$ cat src/rtl/prefix_add_arbiter.sv
// Round-robin arbiter and sequencer for the shared pipelined prefix adder.
// Subtracts are issued as a + ~b + 1; results are routed back by a latency-matched tag pipeline.
module prefix_add_arbiter #(
  parameter int unsigned W    = 32,
  parameter int unsigned TAGW = 4,
  parameter int unsigned LAT  = 2
) (
  input  logic            clk,
  input  logic            rst,
  input  logic            flush,
  input  logic            req0_vld,
  output logic            req0_rdy,
  input  logic [W-1:0]    req0_a,
  input  logic [W-1:0]    req0_b,
  input  logic            req0_sub,
  input  logic [TAGW-1:0] req0_tag,
  input  logic            req1_vld,
  output logic            req1_rdy,
  input  logic [W-1:0]    req1_a,
  input  logic [W-1:0]    req1_b,
  input  logic            req1_sub,
  input  logic [TAGW-1:0] req1_tag,
  output logic            add_vld,
  output logic [W-1:0]    add_a,
  output logic [W-1:0]    add_b,
  output logic            add_cin,
  input  logic [W-1:0]    add_sum,
  input  logic            add_cout,
  output logic            rsp0_vld,
  output logic [W-1:0]    rsp0_sum,
  output logic            rsp0_cout,
  output logic [TAGW-1:0] rsp0_tag,
  output logic            rsp1_vld,
  output logic [W-1:0]    rsp1_sum,
  output logic            rsp1_cout,
  output logic [TAGW-1:0] rsp1_tag,
  output logic            busy
);

  typedef struct packed {
    logic            vld;
    logic            id;
    logic [TAGW-1:0] tag;
  } stage_t;

  logic            ptr_q, ptr_d;
  logic            add_vld_q, add_vld_d;
  logic [W-1:0]    add_a_q, add_a_d;
  logic [W-1:0]    add_b_q, add_b_d;
  logic            add_cin_q, add_cin_d;
  logic            add_id_q, add_id_d;
  logic [TAGW-1:0] add_tag_q, add_tag_d;
  stage_t [LAT-1:0] pipe_q, pipe_d;
  logic            rsp0_vld_q, rsp0_vld_d, rsp1_vld_q, rsp1_vld_d;
  logic [W-1:0]    rsp0_sum_q, rsp0_sum_d, rsp1_sum_q, rsp1_sum_d;
  logic            rsp0_cout_q, rsp0_cout_d, rsp1_cout_q, rsp1_cout_d;
  logic [TAGW-1:0] rsp0_tag_q, rsp0_tag_d, rsp1_tag_q, rsp1_tag_d;
  logic            busy_q, busy_d;
  logic            hs0, hs1, fire;

  // Contention resolved by ptr; a lone requester is always ready.
  assign req0_rdy = ~flush & (~req1_vld | ~ptr_q);
  assign req1_rdy = ~flush & (~req0_vld | ptr_q);
  assign hs0      = req0_vld & req0_rdy;
  assign hs1      = req1_vld & req1_rdy;

  always_comb begin
    ptr_d     = ptr_q;
    add_vld_d = 1'b0;
    add_a_d   = add_a_q;
    add_b_d   = add_b_q;
    add_cin_d = add_cin_q;
    add_id_d  = add_id_q;
    add_tag_d = add_tag_q;
    if (hs0) begin
      ptr_d     = 1'b1;
      add_vld_d = 1'b1;
      add_a_d   = req0_a;
      add_b_d   = req0_sub ? ~req0_b : req0_b;
      add_cin_d = req0_sub;
      add_id_d  = 1'b0;
      add_tag_d = req0_tag;
    end else if (hs1) begin
      ptr_d     = 1'b0;
      add_vld_d = 1'b1;
      add_a_d   = req1_a;
      add_b_d   = req1_sub ? ~req1_b : req1_b;
      add_cin_d = req1_sub;
      add_id_d  = 1'b1;
      add_tag_d = req1_tag;
    end
  end

  // Tag pipeline mirrors the adder depth; flush kills every stage.
  always_comb begin
    pipe_d[0].vld = add_vld_q & ~flush;
    pipe_d[0].id  = add_id_q;
    pipe_d[0].tag = add_tag_q;
    for (int i = 1; i < int'(LAT); i++) begin
      pipe_d[i]     = pipe_q[i-1];
      pipe_d[i].vld = pipe_q[i-1].vld & ~flush;
    end
    busy_d = add_vld_d;
    for (int i = 0; i < int'(LAT); i++) begin
      busy_d = busy_d | pipe_d[i].vld;
    end
  end

  assign fire = pipe_q[LAT-1].vld & ~flush;

  always_comb begin
    rsp0_vld_d  = fire & ~pipe_q[LAT-1].id;
    rsp1_vld_d  = fire & pipe_q[LAT-1].id;
    rsp0_sum_d  = rsp0_vld_d ? add_sum : rsp0_sum_q;
    rsp0_cout_d = rsp0_vld_d ? add_cout : rsp0_cout_q;
    rsp0_tag_d  = rsp0_vld_d ? pipe_q[LAT-1].tag : rsp0_tag_q;
    rsp1_sum_d  = rsp1_vld_d ? add_sum : rsp1_sum_q;
    rsp1_cout_d = rsp1_vld_d ? add_cout : rsp1_cout_q;
    rsp1_tag_d  = rsp1_vld_d ? pipe_q[LAT-1].tag : rsp1_tag_q;
  end

  always_ff @(posedge clk or negedge rst) begin
    if (!rst) begin
      ptr_q       <= 1'b0;
      add_vld_q   <= 1'b0;
      add_a_q     <= '0;
      add_b_q     <= '0;
      add_cin_q   <= 1'b0;
      add_id_q    <= 1'b0;
      add_tag_q   <= '0;
      pipe_q      <= '0;
      rsp0_vld_q  <= 1'b0;
      rsp0_sum_q  <= '0;
      rsp0_cout_q <= 1'b0;
      rsp0_tag_q  <= '0;
      rsp1_vld_q  <= 1'b0;
      rsp1_sum_q  <= '0;
      rsp1_cout_q <= 1'b0;
      rsp1_tag_q  <= '0;
      busy_q      <= 1'b0;
    end else begin
      ptr_q       <= ptr_d;
      add_vld_q   <= add_vld_d;
      add_a_q     <= add_a_d;
      add_b_q     <= add_b_d;
      add_cin_q   <= add_cin_d;
      add_id_q    <= add_id_d;
      add_tag_q   <= add_tag_d;
      pipe_q      <= pipe_d;
      rsp0_vld_q  <= rsp0_vld_d;
      rsp0_sum_q  <= rsp0_sum_d;
      rsp0_cout_q <= rsp0_cout_d;
      rsp0_tag_q  <= rsp0_tag_d;
      rsp1_vld_q  <= rsp1_vld_d;
      rsp1_sum_q  <= rsp1_sum_d;
      rsp1_cout_q <= rsp1_cout_d;
      rsp1_tag_q  <= rsp1_tag_d;
      busy_q      <= busy_d;
    end
  end

  assign add_vld   = add_vld_q;
  assign add_a     = add_a_q;
  assign add_b     = add_b_q;
  assign add_cin   = add_cin_q;
  assign rsp0_vld  = rsp0_vld_q;
  assign rsp0_sum  = rsp0_sum_q;
  assign rsp0_cout = rsp0_cout_q;
  assign rsp0_tag  = rsp0_tag_q;
  assign rsp1_vld  = rsp1_vld_q;
  assign rsp1_sum  = rsp1_sum_q;
  assign rsp1_cout = rsp1_cout_q;
  assign rsp1_tag  = rsp1_tag_q;
  assign busy      = busy_q;

endmodule
$ cat config.mk
export PLATFORM = sky130hd
export DESIGN_NAME = prefix_add_arbiter
export DESIGN_NICKNAME = d
export VERILOG_FILES = /design/src/rtl/prefix_add_arbiter.sv
export SDC_FILE = /design/constraint.sdc
export NUM_CORES = 1
export LEC_CHECK = 0
export ABC_AREA = 0
export BUFFER_PORTS_ARGS = -buffer_cell sky130_fd_sc_hd__buf_2
export CAP_MARGIN = 20
export CELL_PAD_IN_SITES_DETAIL_PLACEMENT = 1
export CELL_PAD_IN_SITES_GLOBAL_PLACEMENT = 2
export CORE_AREA = 2 2 155 157
export CTS_BUF_LIST = sky130_fd_sc_hd__clkbuf_4 sky130_fd_sc_hd__clkbuf_8
export DETAILED_ROUTE_END_ITERATION = 16
export DIE_AREA = 0 0 157 159
export HOLD_SLACK_MARGIN = 0.05
export PLACE_DENSITY_LB_ADDON = 0.12
export SYNTH_ARGS = -nofsm -noshare
export SYNTH_HDL_FRONTEND = slang
export SYNTH_SLANG_ARGS = --single-unit
$ cat constraint.sdc
create_clock -name clk -period 3.46 [get_ports clk]
set_clock_uncertainty 0.1 [all_clocks]
set_input_delay 0.519 -clock clk [delete_from_list [all_inputs] [get_ports clk]]
set_output_delay 0.519 -clock clk [all_outputs]
set_load 0.03 [all_outputs]
==> impl_metrics.yaml <==
finish:
  fillers: 2645
  layout-drive-gt1-share_pct: 42.7
  fin_nets: 1121
  area_delta_synth_final_pct: 31.1
  final_area_um2: 9610
global_route:
  gr-usage-all-layers_pct: 19.9
  grt_pass1_wl_um: 38800
  grt_overflow: 0
  grt_pass1_vias: 6848
  grt_max_degree: 67
  antenna_found_initial: 4
pwr:
  p_leak_nw: 4.67
  power_density_nw_per_um2: 642
  combPwrFrac_pct: 34.9
  seqPwrFrac_pct: 41.4
  clock_power_share_pct: 23.7
  p_switching_mw: 2.60
  vdd_drop_max_v: 0.000194
  p_sw_share_pct: 42.2
  internal_power_mw: 3.57
drt:
  ant_nets: 0
  post_drt_wl_per_cell_um: 19.2
  via_per_inst: 4.86
  vias: 6232
  first_pass_iters: 4
  drc: 0
  drt_wl_total_um: 24600
  drt_iter0_drc: 190
setup_path:
  cp-start-kind: "register"
  slowest_stage: "dfrtp_1"
  crit_buf_inv: 2
  worstPathArrival_ps: 1710
  critical_path_class: "register to primary output"
  crit_family: "buffers and inverters"
  path_cells: "a21oi_4 -> buf_4 -> buf_2"
  cp_max_fo: 26
  cp-end-kind: "primary output"
  r2r_slack_ps: 1340
  cpPeakStageDelay_ps: 460
  worst-path-stages: 3
  r2r_cells: 3
  required_ps: 2840
timing:
  slew_viol_final: 0
  fmax_ghz: 0.429
  tightestPinTransition_ps: 1010
  fin_crit_sh_pct: 67.4
  fin_crit_ps: 2330
  rsz0062_at_grt: "false"
  maxSlewHeadroom_pct: 32.5
  setup_violations: 0
  hold_viol: 0
  tns_ps: 0
die:
  initial_core_util_pct: 31.6
  dieArea_um2: 25000
  die_w_um: 157
  die_y_um: 159
  rows: 56
  core-area_um2: 23200
  boundaryPins: 321
clock_tree:
  cts_resized: 0
  cts_tree: "yes"
  cts-htree-levels: 4
  clk_path_buf_depth: 2
  cts_sinks: 161
  insertion_delay_ps: 460
  cts.root.buffer_cell: "clkbuf_8"
  clkSlewWorstSetupHoldPaths_ps: 110
  numCtsBuffers: 17
logic_synthesis:
  synth_ff_type: "dfrtp_1"
  yosysMostFrequentCell: "dfrtp_1"
  postSynthAreaPerCell_um2: 11.2
  synthDominantCellAreaShare_pct: 54.9
  synth-edff-count: 0
  synth_cell_types: 29
  synth.net_count: 831
  async_flop_share_pct: 100
  synth_area_leaders: "dfrtp_1 (55%), xor2_1 (7.6%), mux2_1 (5.8%), mux2_2 (5.5%), nand3_1 (4.6%)"
  synthTopCellsByCount: "dfrtp_1 (161), nand2_1 (72), nand3_1 (68)"
  netlist_area_um2: 7330
  yosys_register_bits: 161
  ys_seq_area_share_pct: 54.9
  synth_top_area_cell: "dfrtp_1"
  ys_warn_count: 0
  synthCells: 655
place:
  gp_congestion: 0.755
  portBuffers: 320
  dpl_cell_area_um2: 9150
  hpwl_um: 17300
hold_path:
  holdPathStages: 2
  hold_path.class: "primary input to register"
run:
  maxCapViolations: 0
outcome:
  status: "finished clean"
==> cell usage in the layout (no fill, tap or decap), types with 4 or more instances in the layout <==
cell type / n
o31ai_1: 32
mux2_2: 36
o211ai_1: 36
nor3_1: 32
diode_2: 4
clkinv_8: 9
buf_2: 319
a21oi_1: 32
clkbuf_8: 17
dfrtp_1: 161
xor2_1: 64
buf_4: 13
mux2_1: 38
nand2_1: 72
nand3_1: 68
==> what timing repair did <==
item | 4_1_cts | 5_1_grt
endpoints found under the hold margin | 64 | 0
hold buffers | 1 | 0
setup buffers | 0 | 0
==> final cells by class <==
type                       count  area (µm²)  share of cell area, %
antenna                        4        10.0                  0.104
timing repair buffer         335        1740                   18.1
clock buffer                  17         234                   2.43
tap                          319         399                   4.15
multi-input combinational    427        2990                   31.1
clock inverter                15         209                   2.17
inverter                       3        11.3                  0.117
sequential                   161        4030                   41.9
==> path summary, 6_finish.rpt <==
path | start | endpoint
setup reg to reg | pipe_q[10] | rsp1_sum[20]
setup / recovery | ptr_q | req0_rdy
hold / removal | add_sum[26] | rsp1_sum[26]
min in group asynchronous | rst | rsp0_vld
max in group asynchronous | rst | rsp0_sum[3]
hold reg to reg | pipe_d[10] | pipe_q[10]
==> cells by family after synthesis <==
logic type      count (synthesis)  share of synthesized area [%]
compound gates                105                           9.69
xor+xnor                       64                           7.64
buf+inv                        67                           4.76
flops                         161                           54.9
mux                            74                           11.4
simple gates                  184                           11.6
==> power by group through the flow <==
stage                     sequential, mW  combinational (mW)  clock [mW]
after floorplan                     3.40               0.560           0
after global placement              2.57                2.14           0
after CTS                           2.56                2.19        1.53
after detailed placement            2.60                2.18           0
final                               2.56                2.15        1.46
after global routing                2.62                2.30        1.60
==> flip-flops by register name, indices dropped and copies added (netlist names) <==
register	flops
add_a	32
add_b	32
add_cin	1
add_id_q	1
add_tag_q	4
add_vld	1
busy	1
pipe_d	5
pipe_q	7
ptr_q	1
rsp0_cout	1
rsp0_sum	32
rsp0_tag	4
rsp0_vld	1
rsp1_cout	1
rsp1_sum	32
rsp1_tag	4
rsp1_vld	1
==> stage by stage <==
step	utilization, %	power (mW)	setup WS [ps]	std cells	hold WS (ps)
global placement	39.5	4.71	920	1244	233
global route	41.4	6.52	1060	1279	142
CTS	41.4	6.27	1100	1277	142
detailed placement	39.5	4.78	863	1244	236
floorplan	-	3.96	1350	655	123
finish	41.5	6.17	1130	1281	176
==> layer usage <==
| layer | routed length [µm] | GRT usage, % |
|---|---|---|
| met2 | 12000 | 33.5 |
| met1 | 10900 | 25.8 |
| met3 | 1470 | 4.55 |
| met4 | 291 | 5.59 |
| met5 | 0 | 0 |
Power figures use the tool's default switching activity.
